<file path="config.mk">
export PLATFORM = sky130hd
export DESIGN_NAME = or1200_fetch_top
export DESIGN_NICKNAME = d
export VERILOG_FILES = /design/src/rtl/or1200_fetch_top.sv
export SDC_FILE = /design/constraint.sdc
export NUM_CORES = 1
export LEC_CHECK = 0
export ABC_AREA = 0
export BUFFER_PORTS_ARGS = -buffer_cell sky130_fd_sc_hd__buf_4
export CAP_MARGIN = 20
export CORE_MARGIN = 3
export CORE_UTILIZATION = 45
export DETAILED_ROUTE_END_ITERATION = 6
export GPL_TIMING_DRIVEN = 0
export PLACE_DENSITY = 0.76
export SLEW_MARGIN = 20
export SYNTH_ARGS = -nofsm -noshare
export SYNTH_HDL_FRONTEND = slang
export SYNTH_SLANG_ARGS = --single-unit
</file>
<file path="constraint.sdc">
create_clock -name clk_i -period 1.7 [get_ports clk_i]
set_input_delay 0.17 -clock clk_i [delete_from_list [all_inputs] [get_ports clk_i]]
set_output_delay 0.17 -clock clk_i [all_outputs]
set_load 0.03 [all_outputs]
</file>
<file path="src/rtl/or1200_fetch_top.sv">
// Reduced OR1200 front end: sequential instruction fetch over Wishbone with
// bus-clock-ratio pacing, interrupt entry, bus-error vectoring and l.rfe return.
module or1200_fetch_top #(
    parameter int                  PIC_INTS     = 20,
    parameter logic [PIC_INTS-1:0] PIC_MASK_RST = '1,
    parameter logic [31:0]         RESET_VEC    = 32'h0000_0100
) (
    input  logic                clk_i,
    input  logic                rst_i,
    input  logic [PIC_INTS-1:0] pic_ints_i,
    input  logic [1:0]          clmode_i,
    input  logic [31:0]         iwb_dat_i,
    input  logic                iwb_ack_i,
    input  logic                iwb_err_i,
    output logic                iwb_cyc_o,
    output logic                iwb_stb_o,
    output logic                iwb_we_o,
    output logic [3:0]          iwb_sel_o,
    output logic [31:0]         iwb_adr_o,
    output logic [31:0]         iwb_dat_o,
    output logic [31:0]         insn_o,
    output logic                insn_valid_o,
    output logic [31:0]         pc_o,
    output logic [31:0]         epcr_o,
    output logic                ie_o
);

    localparam logic [31:0]         INSN_RFE    = 32'h2400_0000;
    localparam logic [31:0]         VEC_INT     = 32'h0000_0800;
    localparam logic [31:0]         VEC_BUS_ERR = 32'h0000_0200;
    localparam logic [PIC_INTS-1:0] INT_MASK    = PIC_MASK_RST | PIC_INTS'(3);

    typedef enum logic {IDLE, REQ} state_t;

    state_t      state_q, state_d;
    logic [1:0]  div_q;
    logic        tick;
    logic [31:0] adr_q, adr_d, adr_seq;
    logic [31:0] insn_q, insn_d;
    logic [31:0] pc_q, pc_d;
    logic [31:0] epcr_q, epcr_d;
    logic        ie_q, ie_d;
    logic        valid_q, valid_d;

    // Bus-enable tick; the divider phase 0 is always a tick, so the first
    // cycle after reset release is a tick in every clock mode.
    always_comb begin
        unique case (clmode_i)
            2'b01:   tick = ~div_q[0];
            2'b11:   tick = (div_q == 2'd0);
            default: tick = 1'b1;
        endcase
    end

    assign adr_seq = adr_q + 32'd4;

    // NOTE: every signal assigned here gets a default first, so no path
    // leaves a value unassigned and no latch is inferred.
    always_comb begin
        state_d = state_q;
        adr_d   = adr_q;
        insn_d  = insn_q;
        pc_d    = pc_q;
        epcr_d  = epcr_q;
        ie_d    = ie_q;
        valid_d = 1'b0;
        unique case (state_q)
            IDLE: begin
                if (tick) state_d = REQ;
            end
            REQ: begin
                if (tick && iwb_err_i) begin
                    state_d = IDLE;
                    epcr_d  = adr_q;
                    ie_d    = 1'b0;
                    adr_d   = VEC_BUS_ERR;
                end else if (tick && iwb_ack_i) begin
                    state_d = IDLE;
                    insn_d  = iwb_dat_i;
                    pc_d    = adr_q;
                    valid_d = 1'b1;
                    if (iwb_dat_i == INSN_RFE) begin
                        adr_d = epcr_q;
                        ie_d  = 1'b1;
                    end else if (ie_q && |(pic_ints_i & INT_MASK)) begin
                        epcr_d = adr_seq;
                        ie_d   = 1'b0;
                        adr_d  = VEC_INT;
                    end else begin
                        adr_d = adr_seq;
                    end
                end
            end
            default: state_d = IDLE;
        endcase
    end

    // NOTE: state is updated with non-blocking assignments so every register
    // samples the pre-edge values, independent of statement order.
    always_ff @(posedge clk_i) begin
        if (rst_i) begin
            state_q <= IDLE;
            div_q   <= 2'd0;
            adr_q   <= {RESET_VEC[31:2], 2'b00};
            insn_q  <= 32'd0;
            pc_q    <= 32'd0;
            epcr_q  <= 32'd0;
            ie_q    <= 1'b1;
            valid_q <= 1'b0;
        end else begin
            state_q <= state_d;
            div_q   <= div_q + 2'd1;
            adr_q   <= adr_d;
            insn_q  <= insn_d;
            pc_q    <= pc_d;
            epcr_q  <= epcr_d;
            ie_q    <= ie_d;
            valid_q <= valid_d;
        end
    end

    assign iwb_cyc_o    = (state_q == REQ);
    assign iwb_stb_o    = (state_q == REQ);
    assign iwb_we_o     = 1'b0;
    assign iwb_sel_o    = 4'hF;
    assign iwb_adr_o    = adr_q;
    assign iwb_dat_o    = 32'd0;
    assign insn_o       = insn_q;
    assign insn_valid_o = valid_q;
    assign pc_o         = pc_q;
    assign epcr_o       = epcr_q;
    assign ie_o         = ie_q;

endmodule

</file>
==> impl_metrics.ini, run 1 <==
[grt]
grt-busiest-layer = met2
largest_net_degree_at_the_start_of_global_routing = 17
grt_first_pass_wirelength_mm = 34.75
grt_remaining_overflow = 0
gr-usage-met1 = 0.3489
via_count_of_the_first_global_routing_pass = 6500
antenna_violations_before_repair = 0
global_route.usage.met3 = 0.05714
met2_demand_to_capacity_share_in_global_routing = 0.4597
globalRouteTotalUtil = 0.2764

[worst_hold_path]
hold_path_startpoint = iwb_dat_i[29]
class_of_the_most_critical_hold_timing_path = in -> reg

[routing]
final_antenna_net_count = 0
detail_route.first_pass.iterations = 6
viasPerCell = 5.609
routed_wl_mm = 24.29
num_vias = 7146
detail_route.drc_violations = 0
first_iter_violations = 663
wl_per_cell_um = 19.07

[floorplan]
boundaryPins = 227
die_w_um = 125.1
placeableCoreArea_um2 = 13560
starting_density_of_the_core = 0.4708
die_height_um = 125.1
dieArea_um2 = 15650
rows = 42

[logic_synthesis]
yosys_warnings = 0
async_reset_ff_frac = 0
most_instantiated_flip_flop_cell_in_the_synthesis_netlist = sky130_fd_sc_hd__dfxtp_1
cells_after_synthesis = 793
yosysSeqAreaShare = 0.4171
synth_seq_cells = 133
synth.lib_cells_used.distinct = 54
post_synth.cell_area_avg_um2 = 8.050
netlist_area_um2 = 6384
synth_enable_flop_cells = 0

[timing]
finalWorstSetupSlack_ns = -0.2969
layout_min_cycle_time_ns = 1.997
timing.final.setup_violations = 63
finalClockSkew_ns = 0.006428
final_min_period_over_clock_period = 1.175
max_freq_mhz = 500.8
maxSlewHeadroom = 0.4350
rsz0062_at_grt = true
timing.final.max_slew_violations = 0
max_slew.worst_pin.slew_ns = 0.8476
final-hold-violation-count = 0

[clock_network]
clkTransAtPathRegs_ns = 0.06
worstSkewPairLatency_ns = 0.42
cts_buffer_depth = 2
cts_sinks = 133
cts_htree_levels = 4
cts_inserted_buffers = 17
clock_tree_from_tritoncts = yes
cts-root-buf = sky130_fd_sc_hd__clkbuf_16

[critical_path]
critical_path_required_ns = 2.03
cpPeakStageDelay_ns = 0.35
crit-reg2reg-launch = div_q[0]
crit_chain = inv_2, ha_4, nand2_4, a311o_1, and2b_1, a31o_4, buf_12, buf_16, nor2_4, a211oi_2
crit_type = reg -> reg
cp_max_fanout = 7
end_kind = flip-flop
crit_arrival_ns = 2.33
critical_path.startpoint = div_q[0]
startpoint_type = flip-flop
critical_path.slowest_cell = sky130_fd_sc_hd__a311o_1

[final_layout]
layout_commonest_cell = sky130_fd_sc_hd__buf_4
fin_util = 0.7496
antenna_cells_inserted = 0
final_layout_size_suffix_gt1_frac = 0.4472
layout_stage_area_growth_over_the_synthesis_result_pct = 59.21
mostFrequentLayoutCells = sky130_fd_sc_hd__buf_4, sky130_fd_sc_hd__nand2_1, sky130_fd_sc_hd__dfxtp_1
num-nets-final = 1147

[placed_design]
hpwl_mm = 15.13
global_placement_routability_congestion = 0.8649
count_of_input_and_output_buffers = 188

[power]
total_power_uw = 8716
p_leak_uw = 0.004121
power.density_nw_per_um2 = 857.6
irDropWorstVdd_v = 0.0007368

[run_status]
outcome = finished with violations
violations_in_the_final_reports = negative setup slack

[job]
maxCapViolCount = 0
-- worst paths after layout --
check	end	slack [ns]	depth (start not counted)
worst max-delay path	epcr_o[15]	-0.30	10
worst min-delay path	insn_o[29]	0.006	3
worst max register to register	epcr_o[15]	-0.30	10
worst min register to register	insn_o[14]	0.45	2
-- Yosys cell counts (11+ instances only) --
cell,number,share of area
sky130_fd_sc_hd__o21ai_0,26,0.020
sky130_fd_sc_hd__clkbuf_1,30,0.018
sky130_fd_sc_hd__nand2_1,183,0.11
sky130_fd_sc_hd__nor2_1,51,0.030
sky130_fd_sc_hd__a21oi_1,80,0.063
sky130_fd_sc_hd__nor3_1,16,0.013
sky130_fd_sc_hd__inv_1,11,0.0065
sky130_fd_sc_hd__a211oi_2,28,0.055
sky130_fd_sc_hd__buf_4,42,0.049
sky130_fd_sc_hd__dfxtp_1,133,0.42
sky130_fd_sc_hd__xnor2_1,18,0.025
sky130_fd_sc_hd__xor2_1,14,0.019
sky130_fd_sc_hd__buf_2,15,0.012
sky130_fd_sc_hd__nor4_1,24,0.024
sky130_fd_sc_hd__nand3_1,21,0.016
-- metal layers --
layer	vias up	wire length [µm]
met4	0	1023
li1	3269	-
met2	463	11530
met3	86	2269
met5	-	0
met1	3328	9469
-- per-stage QoR --
step           hold WS (ns)  instance area (µm²)  std cells  TNS [ns]  setup slack [ns]
2_1_floorplan        0.3060                 6825        828    -3.316           -0.1591
3_3_place_gp         0.4082                 8457       1192    -54.70           -0.7215
3_5_place_dp         0.4185                 8457       1192    -57.77           -0.7792
4_1_cts           0.0004556                 9771       1256    -9.954           -0.2633
5_1_grt             0.01144                10160       1274    -16.30           -0.3743
6_report           0.005865                10160       1274    -12.04           -0.2969
-- flip-flops by register name, summed over array words and instances, names as in the netlist --
name,cells
epcr_o,32
ie_o,1
pc_o,32
insn_o,32
iwb_adr_o,32
insn_valid_o,1
div_q,2
iwb_cyc_o,1
-- critical path: cells and delay by family (launching register included) --
family                   cells  cell delay (ns)
AO/OA/AOI/OAI                3             0.71
flip-flops                   1             0.33
AND/OR/NAND/NOR              3             0.36
adder cells (fa/ha/maj)      1             0.12
buffers and inverters        3             0.38
-- cell type report --
| type | count | area (µm²) |
|---|---|---|
| multi-input combinational | 590 | 3814 |
| fill | 973 | 3395 |
| sequential | 133 | 2724 |
| timing repair buffer | 244 | 1997 |
| buffer | 90 | 793.3 |
| clock buffer | 27 | 534.3 |
| tap | 176 | 220.2 |
| inverter | 11 | 41.29 |
| clock inverter | 3 | 40.04 |
-- logic make-up after synthesis --
family | Yosys count | synth area share
and+or+nand+nor | 345 | 0.2491
AOI/OAI and AO/OA | 174 | 0.1901
DFF | 133 | 0.4171
buffers and inverters | 105 | 0.09467
xor gates and xnor gates | 32 | 0.04390
adders and majority gates | 2 | 0.003919
other | 2 | 0.001176
-- power breakdown --
group          internal [µW]  switching, µW  leakage (µW)  total, µW
combinational            761           1010       0.00274       1770
sequential              3230            145       0.00109       3370
clock                   2270           1300      0.000284       3580
-- timing repair --
action                                  4_1_cts  5_1_grt
hold buffers                                  8        0
cloned                                        6        2
buffers inserted                             23       17
pin swaps                                    36       11
endpoints found under the hold margin         8        0
endpoints found under the setup margin      129      125
resized for setup                           118       80
(Power assumes the default switching activity.)
==> run 2, diff against run 1 <==
--- a/config.mk
+++ b/config.mk
@@ -9,10 +9,10 @@
 export BUFFER_PORTS_ARGS = -buffer_cell sky130_fd_sc_hd__buf_4
 export CAP_MARGIN = 20
 export CORE_MARGIN = 3
-export CORE_UTILIZATION = 45
+export CORE_UTILIZATION = 48
 export DETAILED_ROUTE_END_ITERATION = 6
 export GPL_TIMING_DRIVEN = 0
-export PLACE_DENSITY = 0.76
+export PLACE_DENSITY = 0.77
 export SLEW_MARGIN = 20
 export SYNTH_ARGS = -nofsm -noshare
 export SYNTH_HDL_FRONTEND = slang
==> constraint.sdc (replaced) <==
create_clock -name clk_i -period 2.14 [get_ports clk_i]
set_input_delay 0.214 -clock clk_i [delete_from_list [all_inputs] [get_ports clk_i]]
set_output_delay 0.214 -clock clk_i [all_outputs]
set_load 0.03 [all_outputs]
==> impl_metrics.ini, run 2 (synthesis results as in run 1) <==
[floorplan]
die_height_um = 121.3
die_w_um = 121.3
starting_density_of_the_core = 0.4978
dieArea_um2 = 14720
boundaryPins = 227
placeableCoreArea_um2 = 12820
rows = 41

[grt]
via_count_of_the_first_global_routing_pass = 6118
largest_net_degree_at_the_start_of_global_routing = 17
grt_first_pass_wirelength_mm = 31.54
antenna_violations_before_repair = 0
grt_remaining_overflow = 0
globalRouteTotalUtil = 0.2721

[worst_hold_path]
hold_path_startpoint = iwb_dat_i[22]
hold-path-endpoint = insn_o[22]
class_of_the_most_critical_hold_timing_path = in -> reg
min_path_cells = 3

[placed_design]
post_dp_cell_area_um2 = 8142
count_of_input_and_output_buffers = 188
hpwl_mm = 14.86
global_placement_routability_congestion = 0.8946
dp_worst_setup_slack_ns = -0.3368

[clock_network]
worstSkewPairLatency_ns = 0.43
cts_hold_buffers = 0
cts_buffer_depth = 2
clock_tree_from_tritoncts = yes
cts_inserted_buffers = 17
clkTransAtPathRegs_ns = 0.06
cts-root-buf = sky130_fd_sc_hd__clkbuf_16
cts_sinks = 133
cts_htree_levels = 4

[timing]
max_freq_mhz = 476.1
final-hold-violation-count = 0
timing.final.setup_violations = 0
layout_min_cycle_time_ns = 2.101
finalWorstSetupSlack_ns = 0.03938
maxSlewHeadroom = 0.4650
timing.final.max_slew_violations = 0
max_slew.worst_pin.slew_ns = 0.8025
final_min_period_over_clock_period = 0.9816
finalClockSkew_ns = 0.008265
rsz0062_at_grt = true

[critical_path]
r2r_slack_ns = 0.04
end_kind = flip-flop
crit_chain = inv_2, ha_2, nand2_4, a311o_1, and2b_1, a31o_1, buf_6, clkbuf_16, nor2_1, a211oi_2
cpPeakStageDelay_ns = 0.40
crit-reg2reg-launch = div_q[0]
critical_path_cell_count = 10
critical_path.n_buffers_inverters = 3
critical_path.top_delay_family = compound AO/OA/AOI/OAI gates
critical_path_required_ns = 2.48
crit_type = reg -> reg
startpoint_type = flip-flop
crit_arrival_ns = 2.44
critical_path.slowest_cell = sky130_fd_sc_hd__a311o_1
timing.rr.end = epcr_o[5]
r2r_cells = 10
cp_max_fanout = 6

[routing]
detail_route.drc_violations = 1
num_vias = 6700
final_antenna_net_count = 0
first_iter_violations = 739
viasPerCell = 5.438
wl_per_cell_um = 17.20
routed_wl_mm = 21.20
detail_route.first_pass.iterations = 7

[final_layout]
layout_stage_area_growth_over_the_synthesis_result_pct = 42.53
fin_util = 0.7095
final_layout_size_suffix_gt1_frac = 0.3425
layout_commonest_cell = sky130_fd_sc_hd__buf_4
num-nets-final = 1107
mostFrequentLayoutCells = sky130_fd_sc_hd__buf_4, sky130_fd_sc_hd__nand2_1, sky130_fd_sc_hd__dfxtp_1
post-route-cell-area_um2 = 9099
antenna_cells_inserted = 0

[power]
irDropWorstVdd_v = 0.0005510
total_power_uw = 6944
p_leak_uw = 0.003683
power.density_nw_per_um2 = 763.2

[run_status]
violations_in_the_final_reports = design-rule violations
outcome = finished with violations

[job]
maxCapViolCount = 0
## run 2: cell count changes in the layout (fill, tap and decap cells not counted), sizes merged
cell,delta
clkinvlp,+2
inv,+1
buf,-40
dlygate4sd3,-8
bufinv,+3
clkbuf,+1
clkinv,+3
## run 2: per-stage QoR
stage	instances	hold WS [ns]	TNS, ns
4_1_cts	1223	0.03435	-0.08545
3_5_place_dp	1188	0.4255	-14.08
2_1_floorplan	828	0.3500	0
5_1_grt	1232	0.04229	-0.1115
6_report	1232	0.04499	0
3_3_place_gp	1188	0.4181	-11.24
## run 2: routing by layer
| metal | vias up | part of all wire | track usage |
|---|---|---|---|
| li1 | 3186 | - | - |
| met1 | 3078 | 0.40 | 0.3393 |
| met2 | 376 | 0.47 | 0.4473 |
| met3 | 60 | 0.097 | 0.06340 |
| met4 | 0 | 0.030 | 0.1211 |
| met5 | - | 0 | 0 |
## run 2: layout make-up
class / count / area (µm²)
repair buffers: 201 / 1559
clock inverters: 12 / 176.4
clock buffers: 20 / 456.7
inverters: 11 / 41.29
plain buffers: 93 / 606.8
flip-flops and latches: 133 / 2670
well taps: 172 / 215.2
multi-input cells: 590 / 3373
fillers: 1046 / 3726
## run 2: power breakdown
part | switching (µW) | internal, µW
clock | 1120 | 2010
combinational | 707 | 448
sequential | 87.6 | 2570
## run 2: timing repair
item,in CTS,in global routing
cloned,0,4
pin swaps,2,10
setup buffers,4,5
resized for setup,19,39
setup endpoints to repair,109,119
endpoints found under the hold margin,0,0
## run 2: tightest hold or removal path, delay by kind of cell
family / cells / cell delay, ns
AO/OA/AOI/OAI: 1 / 0.05
buffers and inverters: 1 / 0.11
AND/OR/NAND/NOR: 1 / 0.05
## run 2: worst max path at each step
stage / startpoint / end / slack (ns)
after global routing: iwb_adr_o[15] / epcr_o[28] / -0.02
after CTS: div_q[0] / iwb_adr_o[18] / -0.04
after floorplan: iwb_adr_o[14] / epcr_o[29] / 0.05
final: div_q[0] / epcr_o[5] / 0.04
after global placement: iwb_dat_i[18] / iwb_adr_o[16] / -0.30
after detailed placement: div_q[0] / iwb_adr_o[28] / -0.34
==> run 3, diff against run 2 <==
--- a/config.mk
+++ b/config.mk
@@ -5,14 +5,15 @@
 export SDC_FILE = /design/constraint.sdc
 export NUM_CORES = 1
 export LEC_CHECK = 0
-export ABC_AREA = 0
+export ABC_AREA = 1
 export BUFFER_PORTS_ARGS = -buffer_cell sky130_fd_sc_hd__buf_4
 export CAP_MARGIN = 20
-export CORE_MARGIN = 3
+export CORE_MARGIN = 2
 export CORE_UTILIZATION = 48
 export DETAILED_ROUTE_END_ITERATION = 6
 export GPL_TIMING_DRIVEN = 0
-export PLACE_DENSITY = 0.77
+export MAX_ROUTING_LAYER = met4
+export PLACE_DENSITY = 0.76
 export SLEW_MARGIN = 20
 export SYNTH_ARGS = -nofsm -noshare
 export SYNTH_HDL_FRONTEND = slang
==> impl_metrics.ini, run 3 <==
[placed_design]
hpwl_mm = 17.17
global_placement_routability_congestion = 0.9705
count_of_input_and_output_buffers = 188
place.detailed.instances = 1512

[routing]
viasPerCell = 4.905
detail_route.drc_violations = 0
first_iter_violations = 527
num_vias = 7549
final_antenna_net_count = 0
wl_per_cell_um = 14.73
detail_route.first_pass.iterations = 5
routed_wl_mm = 22.67

[final_layout]
mostFrequentLayoutCells = sky130_fd_sc_hd__nand2_1, sky130_fd_sc_hd__buf_4, sky130_fd_sc_hd__nor2_1
layout_commonest_cell = sky130_fd_sc_hd__nand2_1
final_cell_count_no_fill = 1539
antenna_cells_inserted = 0
count_of_fill_cells_added_during_filler_insertion = 1343
layout_stage_area_growth_over_the_synthesis_result_pct = 32.54
area.sequential_um2 = 2664
final_layout_size_suffix_gt1_frac = 0.2208
num-nets-final = 1411
multi_input_comb_area_um2 = 3558

[timing]
timing.final.setup_violations = 0
timing.final.max_slew_violations = 0
setup-tns-final_ns = 0
layout_min_cycle_time_ns = 1.987
max_freq_mhz = 503.3
rsz0062_at_grt = false
final_min_period_over_clock_period = 0.9284
max_slew.worst_pin.slew_ns = 0.6428
final-hold-violation-count = 0
final.hold.worst_slack_ns = 0.02190
finalClockSkew_ns = 0.007362
maxSlewHeadroom = 0.5715

[clock_network]
cts_sinks = 133
cts_htree_levels = 4
clkTransAtPathRegs_ns = 0.06
post_cts_resize_count = 0
clock_tree_from_tritoncts = yes
cts_hold_buffers = 0
cts_inserted_buffers = 17
cts_buffer_depth = 2
post_cts_buffers = 0
worstSkewPairLatency_ns = 0.42
cts-root-buf = sky130_fd_sc_hd__clkbuf_16

[grt]
grt_remaining_overflow = 0
via_count_of_the_first_global_routing_pass = 7044
grt_first_pass_wirelength_mm = 36.22
largest_net_degree_at_the_start_of_global_routing = 17
globalRouteTotalUtil = 0.2981
antenna_violations_before_repair = 0

[critical_path]
cp_max_fanout = 10
startpoint_type = flip-flop
crit_type = reg -> reg
critical_path_required_ns = 2.45
end_kind = flip-flop
crit_arrival_ns = 2.30

[floorplan]
dieArea_um2 = 15450
die_height_um = 124.3
rows = 43
boundaryPins = 227
placeableCoreArea_um2 = 13990
starting_density_of_the_core = 0.4967
die_w_um = 124.3

[power]
irDropWorstVdd_v = 0.0005521
power.density_nw_per_um2 = 713.5
p_leak_uw = 0.004743

[logic_synthesis]
netlist_area_um2 = 6948
cell_types_with_the_largest_area_share_after_synthesis = sky130_fd_sc_hd__dfxtp_1, sky130_fd_sc_hd__nand2_1, sky130_fd_sc_hd__nor2_1
proportion_of_netlist_area_held_by_the_largest_area_contributor = 0.3832
async_reset_ff_frac = 0
synth_enable_flop_cells = 0
post_synth.cell_area_avg_um2 = 6.265
synth.lib_cells_used.distinct = 32
most_instantiated_flip_flop_cell_in_the_synthesis_netlist = sky130_fd_sc_hd__dfxtp_1
synth_largest_area_cell = sky130_fd_sc_hd__dfxtp_1
yosys-top-cells-count = sky130_fd_sc_hd__nand2_1, sky130_fd_sc_hd__nor2_1, sky130_fd_sc_hd__dfxtp_1
yosysMostFrequentCell = sky130_fd_sc_hd__nand2_1
cells_after_synthesis = 1109
synth_seq_cells = 133
yosys_warnings = 0
yosysSeqAreaShare = 0.3832

[worst_hold_path]
class_of_the_most_critical_hold_timing_path = in -> reg

[run_status]
outcome = finished, final reports clean

[job]
maxCapViolCount = 0
[run 3: changes by cell type in the layout (fill, tap and decap cells not counted), sizes merged, moves of 8 or more]
cell | before | now
a21oi | 80 | 55
nor3 | 17 | 4
clkbuf | 54 | 43
nand2 | 183 | 390
buf | 260 | 250
nor2 | 52 | 202
o21ai | 27 | 80
nor3b | 8 | 0
nor4 | 26 | 0
xnor2 | 18 | 3
o311ai | 10 | 0
inv | 12 | 96
a211oi | 28 | 1
[run 3: worst paths after layout]
path / slack [ns] / start / end / cells past startpoint
hold reg to reg: 0.45 / div_q[0] / div_q[0] / 1
setup reg to reg: 0.15 / div_q[0] / iwb_adr_o[26] / 11
hold / removal: 0.02 / iwb_dat_i[13] / insn_o[13] / 3
setup / recovery: 0.15 / div_q[0] / iwb_adr_o[26] / 11
[run 3: kinds of logic (layout without fill, tap and decap cells)]
group	count (synthesis)	after routing	synth area share
compound gates	137	137	0.1010
xor+xnor	14	14	0.01765
fa+ha+maj	2	2	0.003601
buf+inv	183	398	0.1246
flops	133	133	0.3832
other cells	2	37	0.001081
simple gates	638	638	0.3688
[run 3: worst max-delay path, stage by stage, from the launching register on]
cell,delay (ns)
sky130_fd_sc_hd__dfxtp_1,0.34
sky130_fd_sc_hd__inv_2,0.04
sky130_fd_sc_hd__ha_1,0.18
sky130_fd_sc_hd__nand2_1,0.08
sky130_fd_sc_hd__nand3_2,0.11
sky130_fd_sc_hd__nand3_2,0.14
sky130_fd_sc_hd__nor2_4,0.08
sky130_fd_sc_hd__nand2_1,0.08
sky130_fd_sc_hd__clkinv_1,0.32
sky130_fd_sc_hd__buf_2,0.34
sky130_fd_sc_hd__nand2_1,0.11
sky130_fd_sc_hd__nand2_1,0.05
[run 3: routing by layer]
| layer | routed length [µm] | track usage | up-vias | share of wire |
|---|---|---|---|---|
| li1 | - | - | 3820 | - |
| met1 | 9908 | 0.3703 | 3386 | 0.44 |
| met2 | 10620 | 0.4857 | 321 | 0.47 |
| met3 | 1844 | 0.08076 | 22 | 0.081 |
| met4 | 297 | 0.07006 | 0 | 0.013 |
| met5 | 0 | - | - | 0 |
[run 3: area by class of cell]
cell class              instances  area share
plain buffers                  85     0.05408
flip-flops and latches        133      0.2893
well taps                     180     0.02446
clock buffers                  20     0.04851
inverters                      98     0.03995
multi-input cells             828      0.3864
repair buffers                188      0.1533
clock inverters                 7    0.004076
[run 3: power breakdown]
part | switching [µW] | leakage (µW) | internal, µW
Combinational | 875 | 0.00342 | 459
Clock | 1050 | 0.000243 | 1460
Sequential | 106 | 0.00108 | 2620
Total | 2030 | 0.00474 | 4540
[run 3: metrics by stage]
stage | util | instance area, µm² | setup slack (ns) | total power (µW)
finish | 0.6583 | 9209 | 0.1533 | 6571
global placement | 0.6231 | 8716 | 0.1459 | 4081
global route | 0.6583 | 9209 | 0.04839 | 6832
CTS | 0.6577 | 9200 | 0.08450 | 6575
detailed placement | 0.6231 | 8716 | 0.1021 | 4097
floorplan | - | 7079 | 0.3234 | 3608
